File: config.mk
export PLATFORM = sky130hd
export DESIGN_NAME = rgb_breath_sequencer
export DESIGN_NICKNAME = d
export VERILOG_FILES = /design/src/rtl/rgb_breath_sequencer.sv
export SDC_FILE = /design/constraint.sdc
export NUM_CORES = 1
export LEC_CHECK = 0
export ABC_AREA = 0
export BUFFER_PORTS_ARGS = -buffer_cell sky130_fd_sc_hd__buf_2
export CAP_MARGIN = 5
export CORE_ASPECT_RATIO = 1.4
export CORE_MARGIN = 1.5
export CORE_UTILIZATION = 35
export CTS_CLUSTER_DIAMETER = 80
export DETAILED_ROUTE_END_ITERATION = 12
export PLACE_DENSITY = 0.55
export SLEW_MARGIN = 15
export SYNTH_ARGS = -nofsm -noshare
export SYNTH_HDL_FRONTEND = slang
export SYNTH_SLANG_ARGS = --single-unit
File: constraint.sdc
create_clock -name clk -period 4.57 [get_ports clk]
set_input_delay 0.2285 -clock clk [delete_from_list [all_inputs] [get_ports clk]]
set_output_delay 0.2285 -clock clk [all_outputs]
set_load 0.02 [all_outputs]
File: src/rtl/rgb_breath_sequencer.sv
// PWM breathing pattern source for the RGB LED driver.
// One colour at a time fades in and out, then hands over R -> G -> B -> R.
module rgb_breath_sequencer #(
  parameter int PWM_BITS = 8,
  parameter int STEP_DIV = 187500
) (
  input  logic       clk,
  input  logic       rst_n,
  input  logic       run,
  output logic       red_en,
  output logic       green_en,
  output logic       blue_en,
  output logic [1:0] color,
  output logic       cycle_done
);

  localparam int PRE_W = (STEP_DIV > 2) ? $clog2(STEP_DIV) : 1;
  localparam logic [PWM_BITS-1:0] MAX = '1;
  localparam logic [PRE_W-1:0] PRE_LAST = PRE_W'(STEP_DIV - 1);

  typedef enum logic [1:0] {
    IDLE,
    FADE_IN,
    FADE_OUT
  } state_e;

  state_e              state_q, state_d;
  logic [PWM_BITS-1:0] level_q, level_d;
  logic [PWM_BITS-1:0] duty_q, duty_d;
  logic [PWM_BITS-1:0] pwm_cnt_q, pwm_cnt_d;
  logic [PRE_W-1:0]    pre_cnt_q, pre_cnt_d;
  logic [1:0]          color_q, color_d;
  logic                red_en_q, red_en_d;
  logic                green_en_q, green_en_d;
  logic                blue_en_q, blue_en_d;
  logic                cycle_done_q, cycle_done_d;
  logic                tick;
  logic                lit;

  assign tick = run & (pre_cnt_q == PRE_LAST);

  always_comb begin
    pwm_cnt_d = pwm_cnt_q;
    pre_cnt_d = pre_cnt_q;
    duty_d    = duty_q;
    if (run) begin
      pwm_cnt_d = pwm_cnt_q + 1'b1;
      pre_cnt_d = (pre_cnt_q == PRE_LAST)
                ? '0 : pre_cnt_q + 1'b1;
      // Latch only at the period boundary so a
      // running period never changes mid-way.
      if (pwm_cnt_q == MAX) duty_d = level_q;
    end
  end

  always_comb begin
    state_d      = state_q;
    level_d      = level_q;
    color_d      = color_q;
    cycle_done_d = 1'b0;
    unique case (state_q)
      IDLE: begin
        if (run) begin
          state_d = FADE_IN;
          level_d = '0;
          color_d = 2'd0;
        end
      end
      FADE_IN: begin
        if (tick) begin
          if (level_q == MAX) state_d = FADE_OUT;
          else level_d = level_q + 1'b1;
        end
      end
      FADE_OUT: begin
        if (tick) begin
          if (level_q == '0) begin
            state_d      = FADE_IN;
            color_d      = (color_q == 2'd2)
                         ? 2'd0 : color_q + 2'd1;
            cycle_done_d = (color_q == 2'd2);
          end else begin
            level_d = level_q - 1'b1;
          end
        end
      end
      default: state_d = IDLE;
    endcase
  end

  assign lit = run & (pwm_cnt_q < duty_q);

  always_comb begin
    red_en_d   = 1'b0;
    green_en_d = 1'b0;
    blue_en_d  = 1'b0;
    unique case (1'b1)
      (color_q == 2'd0): red_en_d   = lit;
      (color_q == 2'd1): green_en_d = lit;
      (color_q == 2'd2): blue_en_d  = lit;
      default: ;
    endcase
  end

  always_ff @(posedge clk or negedge rst_n) begin
    if (!rst_n) begin
      state_q      <= IDLE;
      level_q      <= '0;
      duty_q       <= '0;
      pwm_cnt_q    <= '0;
      pre_cnt_q    <= '0;
      color_q      <= 2'd0;
      red_en_q     <= 1'b0;
      green_en_q   <= 1'b0;
      blue_en_q    <= 1'b0;
      cycle_done_q <= 1'b0;
    end else begin
      state_q      <= state_d;
      level_q      <= level_d;
      duty_q       <= duty_d;
      pwm_cnt_q    <= pwm_cnt_d;
      pre_cnt_q    <= pre_cnt_d;
      color_q      <= color_d;
      red_en_q     <= red_en_d;
      green_en_q   <= green_en_d;
      blue_en_q    <= blue_en_d;
      cycle_done_q <= cycle_done_d;
    end
  end

  assign red_en     = red_en_q;
  assign green_en   = green_en_q;
  assign blue_en    = blue_en_q;
  assign color      = color_q;
  assign cycle_done = cycle_done_q;

endmodule

==> results.md, run 1 <==
| Group | Metric | Reported |
|:---|:---|:---|
| detailed routing | Via count of the routed design | 2038 |
| power | Maximum VDD drop | 0.000175 V |
| critical path | Crit path launch type | flop |
| sta | Slew HR | 45.3% |
| sta | Worst Clk Skew | 0.00506 ns |
| sta | # setup viols final | 0 |
| sta | Ratio of final minimum period to clock period | 65.3% |
| synthesis | Async set-reset flop share out of synthesis | 100% |
| floorplanning | Effective utilization at floorplan | 36.4% |
| place | Port Buffers | 8 |
| detailed routing | First-pass detailed-route iteration total | 4 |
| critical path | Crit path max fanout | 22 |
| clock network | Number of levels in the clock H-tree | 2 |
| synthesis | Cells taking the most area after synthesis | dfrtp_1 44%, ha_1 7.5%, xnor2_1 4.0% |
| critical path | Category of the worst setup path capture point | flop |
| clock network | Post-cts resize count | 0 |
| critical path | Timing startpoint of the critical path | state_q[0]$_DFFE_PN0P_ |
| clock network | Later-pin clock latency in the skew report | 0.30 ns |
| run status | Status | complete, no violations |
| critical path | Dominant cell type by count on the critical path | ha_1 |
| clock network | Clk slew on worst S/H paths | 0.08 ns |
| synthesis | Post-synth design cell area | 2840 um^2 |
| power | Power consumption | 1.28 mW |
| place | Placed cells | 382 |
| place | Placer's final routability congestion estimate | 0.787 |
| detailed routing | Number of nets with antenna violations after detailed routing | 0 |
| sta | Count of endpoints failing hold in the final timing report | 0 |
| critical path | Worst path slowest cell | ha_1 |
| layout | Net total in the final layout | 309 |
| sta | Hold Slack | 0.0324 ns |
| critical path | Critical path data required time | 4.74 ns |
| sta | Setup repair after global routing missed its margin | false |
| synthesis | Cell accounting for the most synthesized area | dfrtp_1 |
| synthesis | Post-synthesis cell count | 282 |
| grt | Vias in the first global route | 2014 |
| clock network | Number of buffers inserted to repair setup after CTS | 0 |
| floorplanning | Placeable core region | 7800 um^2 |
| sta | Post-layout minimum cycle time | 2.98 ns |
| sta | Setup TNS | 0 ns |
| synthesis | Top cell type's share of synthesized area | 44.1% |
| floorplanning | Die Outline Area | 8670 um^2 |
| synthesis | Number of synthesized flops with an enable pin | 0 |
| clock network | Largest buffer count on any clock path | 2 |
| layout | Number of diodes | 0 |
| floorplanning | Number of rows in the core area | 38 |
| grt | Initial antenna violation count | 0 |
| grt | Global routing usage summed across all routing layers | 14.0% |
| layout | Post-route standard cell area excluding fillers | 3050 um^2 |
| critical path | Type of the worst setup path | flop to flop |
| critical path | Cell chain of the critical path | inv_1, ha_1, ha_1, and3_1, a31o_1, a41oi_1, a31oi_1, o211ai_1, o311ai_2 |
| critical path | Worst Path Buf+Inv | 1 |
| synthesis | Count of unique library cells instantiated by Yosys | 56 |
| synthesis | Post-synthesis net count | 302 |
| critical path | FF-to-FF Start | state_q[0]$_DFFE_PN0P_ |
| synthesis | Sequential area share after synthesis | 44.1% |
| worst hold path | Worst hold path type | input pin to async pin |
| place | Placed Instance Area | 2970 um^2 |
| layout | Area delta synth->final | 7.49% |
| sta | Achievable frequency | 335 MHz |
| clock network | TritonCTS Buffers | 5 |
| grt | Maximum number of pins on one net before global-route repair | 51 |
| clock network | CTS sink cnt | 50 |
| floorplanning | Die span in x | 79.1 um |
| clock network | Root buffer cell | clkbuf_8 |
| sta | Least setup slack across all paths after layout | 1.59 ns |
| synthesis | Main flop type after synthesis | dfrtp_1 |
| detailed routing | Average detailed-routed wire length per instance | 14.0 um |
| flow run | Number of maximum-capacitance constraint violations | 0 |
| detailed routing | Detailed-route vias per instance | 5.25 |
| clock network | Number of hold buffers added after cts | 0 |
| clock network | CTS tree | built |
| layout | End-of-flow core utilization | 39.2% |
| grt | Aggregate global routing overflow | 0 |
| layout | Fill cell instance count of the final layout | 795 |
| synthesis | Mean instance size in the synthesized netlist | 10.1 um^2 |
| floorplanning | Height of the die | 110 um |
| detailed routing | DRC errors left | 0 |
| place | Setup WS pre-CTS | 1.61 ns |
| sta | Max-slew violation count | 0 |
| power | Static leakage | 1.38 nW |
| layout | Fin cells | 388 |
| power | PwrDens | 420 nW/um^2 |
| synthesis | Count of state elements after synthesis | 50 |
| synthesis | Yosys warning total | 0 |
| critical path | Gate family responsible for the most delay along the worst path | adder cells |
| detailed routing | Number of DRC markers in iteration 0 | 80 |
| sta | Pin slew with the least headroom to its limit | 0.817 ns |
| floorplanning | Ports placed on the boundary | 9 |
| critical path | CP arrival | 3.16 ns |
| grt | First-pass GRT wire length | 9.27 mm |
| place | Detailed Place HPWL | 3.99 mm |
| critical path | Largest incremental delay on the critical path | 0.68 ns |
| layout | Share of cells above drive strength 1 | 11.5% |
| detailed routing | Drt total wl | 5.43 mm |
logic make-up (layout without fill, tap and decap cells):
logic type | count (synthesis) | count (layout) | share of synthesized area (%)
AOI/OAI and AO/OA | 49 | 49 | 12.4
xor gates and xnor gates | 26 | 26 | 8.02
adders and majority gates | 17 | 17 | 7.49
buffers and inverters | 25 | 31 | 3.74
DFF | 50 | 50 | 44.1
muxes | 12 | 12 | 4.71
and+or+nand+nor | 103 | 103 | 19.6
per-layer routing:
metal  track usage (%)  wire, um  vias to the layer above
li1                  -         -                     1017
met4              6.89       146                        0
met3              2.32        75                        8
met5                 0         0                        -
met1              14.7      2370                      998
met2              26.6      2840                       15
report_power, final:
group | switching [mW] | internal, mW | total (mW)
sequential | 0.125 | 0.524 | 0.648
combinational | 0.200 | 0.180 | 0.380
clock | 0.135 | 0.117 | 0.252
cells in the final DEF, fill, tap and decap left out, types with 5 or more instances in the layout:
| master | netlist | final |
|---|---|---|
| dfrtp_1 | 50 | 50 |
| nand2_1 | 30 | 30 |
| nor2_1 | 21 | 21 |
| ha_1 | 17 | 17 |
| inv_1 | 15 | 15 |
| xor2_1 | 13 | 13 |
| xnor2_1 | 13 | 13 |
| nand4_1 | 11 | 11 |
| and3_1 | 10 | 10 |
| mux2_2 | 9 | 9 |
| buf_2 | 4 | 8 |
| a21oi_1 | 7 | 7 |
| clkbuf_8 | 0 | 6 |
| o21ai_0 | 5 | 5 |
| o21ai_1 | 5 | 5 |
| nor3_1 | 5 | 5 |
| o31ai_1 | 5 | 5 |
layout make-up:
class / instances / area, um^2 / share of cell area, %
Clock buffer: 6 / 82.6 / 2.70
Inverter: 15 / 56.3 / 1.84
Multi-Input combinational cell: 207 / 1480 / 48.6
Sequential cell: 50 / 1250 / 41.0
Tap cell: 100 / 125 / 4.10
Timing Repair Buffer: 10 / 55.1 / 1.80
registers in the layout (all words and copies together), names as in the netlist:
| name | cells |
|---|---|
| blue_en | 1 |
| color | 2 |
| cycle_done | 1 |
| duty_q | 8 |
| green_en | 1 |
| level_q | 8 |
| pre_cnt_q | 18 |
| pwm_cnt_q | 8 |
| red_en | 1 |
| state_q | 2 |
worst paths after layout:
check	end	slack [ns]	depth (start not counted)
max reg2reg	level_q[7]$_DFFE_PN0P_	1.59	9
min reg2reg	pwm_cnt_q[3]$_DFFE_PN0P_	0.50	1
min	pwm_cnt_q[2]$_DFFE_PN0P_	0.03	2
max in group asynchronous	pre_cnt_q[1]$_DFFE_PN0P_	4.11	2
max	level_q[7]$_DFFE_PN0P_	1.59	9
min in group clk	pre_cnt_q[1]$_DFFE_PN0P_	0.32	3
Yosys cell counts, types with 2 or more instances:
| master | instances |
|---|---|
| dfrtp_1 | 50 |
| nand2_1 | 30 |
| nor2_1 | 21 |
| ha_1 | 17 |
| inv_1 | 15 |
| xnor2_1 | 13 |
| xor2_1 | 13 |
| nand4_1 | 11 |
| and3_1 | 10 |
| mux2_2 | 9 |
| a21oi_1 | 7 |
| nor3_1 | 5 |
| o21ai_0 | 5 |
| o21ai_1 | 5 |
| o31ai_1 | 5 |
| a21o_1 | 4 |
| buf_2 | 4 |
| clkbuf_1 | 4 |
| o211ai_1 | 4 |
| a211oi_1 | 3 |
| nand2b_1 | 3 |
| nand3_1 | 3 |
| and2_1 | 2 |
| mux2_1 | 2 |
| nand3b_1 | 2 |
| nand4b_1 | 2 |
| nand4bb_1 | 2 |
| nor4b_2 | 2 |
| or4_1 | 2 |
Note: power is estimated with default switching activity, not from simulation.
==> run 2: changes to the inputs <==
clock period = 3 ns   (was 4.57 ns; I/O delays follow)
==> results.md, run 2 (synthesized netlist as in run 1, its figures left out) <==
| Group | Metric | Reported |
|:---|:---|:---|
| critical path | Worst path slowest cell | dfrtp_1 |
| grt | Met3 usage | 2.07% |
| power | Internal power | 1.35 mW |
| grt | Met1 Usage GRT | 17.2% |
| clock network | Post-cts resize count | 0 |
| power | Switch Pwr | 0.739 mW |
| floorplanning | Height of the die | 110 um |
| critical path | Category of the worst setup path capture point | flop |
| place | Placer's final routability congestion estimate | 0.803 |
| sta | Pin slew with the least headroom to its limit | 0.802 ns |
| layout | Fill cell instance count of the final layout | 805 |
| clock network | Number of buffers inserted to repair setup after CTS | 0 |
| layout | Max FFs per register | 18 |
| clock network | CTS tree | built |
| layout | Most common cell after layout, fill and taps aside | dfrtp_1 |
| critical path | Type of the worst setup path | flop to flop |
| power | Comb pwr share | 31.1% |
| flow run | Number of maximum-capacitance constraint violations | 0 |
| sta | Worst Clk Skew | 0.0123 ns |
| sta | Setup TNS | 0 ns |
| detailed routing | Detailed-route vias per instance | 5.24 |
| sta | Setup repair after global routing missed its margin | false |
| clock network | Number of hold buffers added after cts | 1 |
| floorplanning | Placeable core region | 7800 um^2 |
| grt | Vias in the first global route | 2050 |
| detailed routing | Number of DRC markers in iteration 0 | 73 |
| detailed routing | Number of nets with antenna violations after detailed routing | 0 |
| place | Detailed Place HPWL | 4.13 mm |
| sta | Post-layout minimum cycle time | 2.49 ns |
| power | Maximum VDD drop | 0.000235 V |
| floorplanning | Ports placed on the boundary | 9 |
| detailed routing | DRC errors left | 0 |
| layout | Register name with the most flops | pre_cnt_q |
| critical path | Dominant cell type by count on the critical path | ha_1 |
| floorplanning | Die Outline Area | 8670 um^2 |
| power | Static leakage | 1.42 nW |
| layout | Share of cells above drive strength 1 | 13.5% |
| grt | Global routing usage summed across all routing layers | 14.5% |
| power | Sequential Power Share | 45.8% |
| sta | Slew HR | 46.5% |
| floorplanning | Effective utilization at floorplan | 36.4% |
| run status | Status | complete, no violations |
| detailed routing | Average detailed-routed wire length per instance | 14.0 um |
| critical path | Crit path launch type | flop |
| critical path | Worst Path Buf+Inv | 2 |
| grt | Initial antenna violation count | 0 |
| place | Placed cells | 387 |
| sta | Count of endpoints failing hold in the final timing report | 0 |
| layout | End-of-flow core utilization | 40.1% |
| place | Port Buffers | 8 |
| clock network | Root buffer cell | clkbuf_8 |
| critical path | Cell chain of the critical path | inv_1, ha_1, buf_4, xor2_1, ha_1, o21a_1, o221ai_1, nor4b_1, o31ai_1, a21oi_1, nand3b_1 |
| clock network | Largest buffer count on any clock path | 2 |
| layout | Number of diodes | 0 |
| floorplanning | Number of rows in the core area | 38 |
| sta | Achievable frequency | 401 MHz |
| grt | Maximum number of pins on one net before global-route repair | 36 |
| power | Clock power share | 23.2% |
| critical path | Largest incremental delay on the critical path | 0.40 ns |
| detailed routing | Drt total wl | 5.56 mm |
| floorplanning | Die span in x | 79.1 um |
| worst hold path | Worst hold path type | input pin to flop |
| clock network | Later-pin clock latency in the skew report | 0.31 ns |
| critical path | CP arrival | 2.74 ns |
| sta | Ratio of final minimum period to clock period | 83.1% |
| clock network | TritonCTS Buffers | 5 |
| critical path | Crit path max fanout | 12 |
| grt | Aggregate global routing overflow | 0 |
| clock network | CTS sink cnt | 50 |
| layout | Area delta synth->final | 10.2% |
| grt | Met2 track demand over resource in global routing | 25.6% |
| clock network | Number of levels in the clock H-tree | 2 |
| grt | Layer with the highest usage | met2 |
| detailed routing | Via count of the routed design | 2076 |
| power | Switching fraction of total power | 35.4% |
| critical path | Gate family responsible for the most delay along the worst path | compound AO/OA/AOI/OAI gates |
| power | PwrDens | 667 nW/um^2 |
| clock network | Clk slew on worst S/H paths | 0.10 ns |
| layout | Fin cells | 396 |
| layout | Net total in the final layout | 315 |
| sta | Max-slew violation count | 0 |
| layout | Most frequent cells in the layout | 50 x dfrtp_1, 30 x nand2_1, 21 x nor2_1 |
| critical path | Critical path data required time | 3.25 ns |
| detailed routing | First-pass detailed-route iteration total | 4 |
| grt | First-pass GRT wire length | 9.80 mm |
| sta | # setup viols final | 0 |
==> run 2: cell count changes in the layout (fill, tap and decap cells not counted) <==
cell / delta
inv_6: +1
buf_4: +5
bufinv_16: +1
dlygate4sd3_1: +1
clkinv_2: +1
clkbuf_8: -1
==> run 2: tightest hold or removal path, cell delays in order <==
cell,delay (ns)
buf_2,0.19
nand2_1,0.09
o2bb2ai_1,0.06
==> run 2: per-stage QoR <==
stage | hold slack (ns) | total power [mW] | worst slack (ns) | cell area, um^2
6_report | 0.215 | 2.09 | 0.507 | 3130
5_1_grt | 0.228 | 2.24 | 0.226 | 3130
4_1_cts | 0.216 | 2.12 | 0.502 | 3130
3_5_place_dp | 0.302 | 1.63 | 0.516 | 3010
3_3_place_gp | 0.289 | 1.61 | 0.559 | 3010
2_1_floorplan | -0.146 | 1.43 | 0.376 | 2840
==> run 2: final cells by class <==
cell class                 instances  area [um^2]  share of cell area (%)
multi-input combinational        207         1480                    47.4
clock inverter                     3         43.8                    1.40
sequential                        50         1250                    40.0
tap                              100          125                    4.00
inverter                          15         56.3                    1.80
timing repair buffer              16          103                    3.28
clock buffer                       5         68.8                    2.20
==> run 2: power by group through the flow <==
stage | sequential [mW] | combinational, mW | clock (mW)
3_3_place_gp | 0.967 | 0.642 | 0
3_5_place_dp | 0.969 | 0.659 | 0
2_1_floorplan | 0.920 | 0.508 | 0
4_1_cts | 0.957 | 0.660 | 0.501
6_report | 0.956 | 0.648 | 0.483
5_1_grt | 0.982 | 0.738 | 0.523
==> run 2: worst paths after layout <==
kind                                      startpoint                   endpoint  slack, ns  cells past startpoint
setup / recovery              state_q[0]$_DFFE_PN0P_     level_q[6]$_DFFE_PN0P_       0.51                     11
hold / removal                                   run   pre_cnt_q[1]$_DFFE_PN0P_       0.21                      3
min in group asynchronous                      rst_n      duty_q[7]$_DFFE_PN0P_       0.46                      2
hold reg to reg            pre_cnt_q[13]$_DFFE_PN0P_  pre_cnt_q[13]$_DFFE_PN0P_       0.50                      1
max in group asynchronous                      rst_n   pwm_cnt_q[4]$_DFFE_PN0P_       1.82                      3
setup reg to reg              state_q[0]$_DFFE_PN0P_     level_q[6]$_DFFE_PN0P_       0.51                     11
==> run 2: layer usage <==
layer	routed length (um)	share of wire [%]	vias to the layer above
li1	-	-	1022
met1	2480	45	1027
met2	2860	51	16
met3	62	1.1	11
met4	163	2.9	0
met5	0	0	-
==> run 3: changes to the inputs <==
ABC_AREA = 1   (was 0)
clock period = 2.4 ns   (was 3 ns; I/O delays follow)
==> results.md, run 3 <==
| Group | Metric | Reported |
|:---|:---|:---|
| run status | Status | complete, no violations |
| synthesis | Cells taking the most area after synthesis | dfrtp_1 41%, nand2_1 12%, ha_1 7.0% |
| layout | Area delta synth->final | 9.93% |
| clock network | Clk slew on worst S/H paths | 0.07 ns |
| power | Switch Pwr | 1.45 mW |
| layout | Most common cell after layout, fill and taps aside | nand2_1 |
| place | Detailed Place HPWL | 4.83 mm |
| synthesis | Mean instance size in the synthesized netlist | 7.85 um^2 |
| synthesis | Post-synthesis net count | 405 |
| critical path | FF-to-FF Start | state_q[0]$_DFFE_PN0P_ |
| sta | Hold Slack | 0.172 ns |
| detailed routing | Detailed-route vias per instance | 4.84 |
| layout | Register name with the most flops | pre_cnt_q |
| sta | Max-slew violation count | 0 |
| floorplanning | Die Outline Area | 9220 um^2 |
| critical path | Category of the worst setup path capture point | flop |
| clock network | TritonCTS Buffers | 5 |
| clock network | Root buffer cell | clkbuf_16 |
| power | Sequential Power Share | 38.5% |
| synthesis | Count of unique library cells instantiated by Yosys | 35 |
| grt | Maximum number of pins on one net before global-route repair | 31 |
| layout | Share of cells above drive strength 1 | 12.5% |
| detailed routing | Routed wl met2 | 3.26 mm |
| layout | Max FFs per register | 18 |
| detailed routing | Highest signal layer in the routed design | met4 |
| sta | Least setup slack across all paths after layout | 0.267 ns |
| power | PwrDens | 1030 nW/um^2 |
| synthesis | Post-synthesis cell count | 385 |
| detailed routing | Routed wire length on met3 | 111 um |
| layout | Fill cell instance count of the final layout | 873 |
| detailed routing | First-pass detailed-route iteration total | 4 |
| critical path | Critical path data required time | 2.59 ns |
| sta | Count of endpoints failing hold in the final timing report | 0 |
| synthesis | Cell accounting for the most synthesized area | dfrtp_1 |
| grt | Vias in the first global route | 2521 |
| synthesis | Yosys warning total | 0 |
| layout | Most frequent cells in the layout | 97 x nand2_1, 54 x inv_1, 50 x dfrtp_1 |
| detailed routing | Drt total wl | 6.25 mm |
| sta | # setup viols final | 0 |
| floorplanning | Die span in x | 81.6 um |
| grt | Initial antenna violation count | 0 |
| worst hold path | Worst hold path type | input pin to flop |
| sta | Slew HR | 68.4% |
| clock network | Number of levels in the clock H-tree | 2 |
| power | Static leakage | 1.74 nW |
| sta | Pin slew with the least headroom to its limit | 0.473 ns |
| detailed routing | Average detailed-routed wire length per instance | 12.5 um |
| detailed routing | DRC errors left | 0 |
| clock network | CTS sink cnt | 50 |
| critical path | Crit path launch type | flop |
| floorplanning | Effective utilization at floorplan | 36.5% |
| detailed routing | Via count of the routed design | 2431 |
| sta | Ratio of final minimum period to clock period | 88.9% |
| sta | Post-layout minimum cycle time | 2.13 ns |
| grt | Aggregate global routing overflow | 0 |
| sta | Worst Clk Skew | 0.00891 ns |
| synthesis | Main flop type after synthesis | dfrtp_1 |
| clock network | Later-pin clock latency in the skew report | 0.29 ns |
| critical path | Reg2reg setup slack | 0.27 ns |
| critical path | Type of the worst setup path | flop to flop |
| sta | Setup repair after global routing missed its margin | false |
| critical path | RR Endpoint | level_q[4]$_DFFE_PN0P_ |
| place | Placed Instance Area | 3180 um^2 |
| layout | Net total in the final layout | 420 |
| flow run | Number of maximum-capacitance constraint violations | 0 |
| place | Setup WS pre-CTS | 0.290 ns |
| floorplanning | Height of the die | 113 um |
| critical path | CP arrival | 2.32 ns |
| detailed routing | Number of DRC markers in iteration 0 | 144 |
| worst hold path | Worst Hold Endpoint | pwm_cnt_q[1]$_DFFE_PN0P_ |
| power | Switching fraction of total power | 42.5% |
| synthesis | Number of synthesized flops with an enable pin | 0 |
| grt | Global routing usage summed across all routing layers | 15.7% |
| sta | Achievable frequency | 469 MHz |
| place | Placer's final routability congestion estimate | 0.851 |
| clock network | Post-cts resize count | 0 |
| critical path | Number of cells on the worst reg-to-reg path | 13 |
| synthesis | Most common cell in the netlist | nand2_1 |
| synthesis | Async set-reset flop share out of synthesis | 100% |
| worst hold path | Number of cells on the worst hold path | 4 |
| power | Comb pwr share | 41.5% |
| power | Power consumption | 3.42 mW |
| power | Internal power | 1.97 mW |
| worst hold path | Start point of the worst hold path | run |
| synthesis | Post-synth design cell area | 3020 um^2 |
| grt | First-pass GRT wire length | 11.3 mm |
| floorplanning | Placeable core region | 8300 um^2 |
| clock network | CTS tree | built |
| power | Clock power share | 20.0% |
| layout | Number of diodes | 0 |
| layout | Post-route standard cell area excluding fillers | 3320 um^2 |
| synthesis | Most frequent cells after synthesis | 97 x nand2_1, 54 x inv_1, 50 x dfrtp_1 |
| synthesis | Top cell type's share of synthesized area | 41.4% |
| synthesis | Count of state elements after synthesis | 50 |
| detailed routing | Met1 routed wirelength after detailed routing | 2.70 mm |
| detailed routing | Number of nets with antenna violations after detailed routing | 0 |
| floorplanning | Ports placed on the boundary | 9 |
| place | Port Buffers | 8 |
| floorplanning | Number of rows in the core area | 39 |
| sta | Setup TNS | 0 ns |
| synthesis | Sequential area share after synthesis | 41.4% |
| power | Maximum VDD drop | 0.000501 V |
| critical path | Crit path max fanout | 8 |
| clock network | Largest buffer count on any clock path | 2 |
-- run 3: cell types whose count changed in the layout (fill, tap and decap cells not counted), moves of 7 or more --
cell,change
and3_1,-9
nand4_1,-7
nand2_1,+67
nand3_1,+22
nand2_2,+7
xnor2_1,-8
inv_1,+39
a21oi_1,+10
nor2_1,+17
mux2_2,-9
-- run 3: worst max-delay path by stage --
stage | from | end | slack, ns | cells after the start
final | state_q[0]$_DFFE_PN0P_ | level_q[4]$_DFFE_PN0P_ | 0.27 | 13
after global routing | state_q[0]$_DFFE_PN0P_ | level_q[4]$_DFFE_PN0P_ | 0.05 | 13
after CTS | state_q[0]$_DFFE_PN0P_ | level_q[4]$_DFFE_PN0P_ | 0.27 | 13
after detailed placement | state_q[0]$_DFFE_PN0P_ | level_q[4]$_DFFE_PN0P_ | 0.29 | 13
after global placement | state_q[0]$_DFFE_PN0P_ | level_q[4]$_DFFE_PN0P_ | 0.36 | 13
after floorplan | state_q[0]$_DFFE_PN0P_ | level_q[4]$_DFFE_PN0P_ | 0.44 | 13
-- run 3: metrics by stage --
| step | utilization (%) | std cells |
|---|---|---|
| after floorplan | - | 385 |
| after global placement | 38.3 | 494 |
| after detailed placement | 38.3 | 494 |
| after CTS | 40.1 | 502 |
| after global routing | 40.1 | 502 |
| final | 40.1 | 502 |
-- run 3: kinds of logic (layout without fill, tap and decap cells) --
logic type      count (synthesis)  count (layout)  share of synthesized area [%]
simple gates                  199             199                           30.8
buf+inv                        62              77                           8.36
flops                          50              50                           41.4
compound gates                 43              43                           8.40
xor+xnor                       14              14                           4.05
fa+ha+maj                      17              17                           7.03
-- run 3: power by group through the flow --
stage | Clock, mW | Combinational (mW) | Sequential [mW]
6_report | 0.683 | 1.42 | 1.32
4_1_cts | 0.698 | 1.44 | 1.32
5_1_grt | 0.730 | 1.67 | 1.36
3_5_place_dp | 0 | 1.44 | 1.33
3_3_place_gp | 0 | 1.41 | 1.34
2_1_floorplan | 0 | 1.15 | 1.29
-- run 3: routing by layer --
layer	GRT usage, %	vias up
li1	-	1248
met5	0	-
met2	27.6	30
met1	18.5	1138
met3	1.85	15
met4	7.70	0
-- run 3: area by class of cell --
class,instances,area (um^2),share of cell area (%)
Sequential cell,50,1250,37.6
Multi-Input combinational cell,273,1520,45.7
Timing Repair Buffer,12,72.6,2.18
Clock buffer,5,125,3.76
Inverter,58,218,6.55
Tap cell,102,128,3.84
Clock inverter,2,10.0,0.301
-- run 3: worst max-delay path, cell delays in order, from the launching register on --
cell and delay, ns:
dfrtp_1 0.40, inv_1 0.13, ha_1 0.35, nand2_1 0.09, inv_1 0.08, nor2_1 0.07, ha_1 0.18, a21oi_1 0.19
inv_1 0.09, a21oi_1 0.18, xnor2_1 0.13, inv_1 0.05, nand2_1 0.06, nand2_1 0.04
-- run 3: what timing repair did --
item | 4_1_cts | 5_1_grt
hold endpoints to repair | 20 | 0
setup buffers | 0 | 0
setup endpoints to repair | 0 | 0
hold buffers | 1 | 0
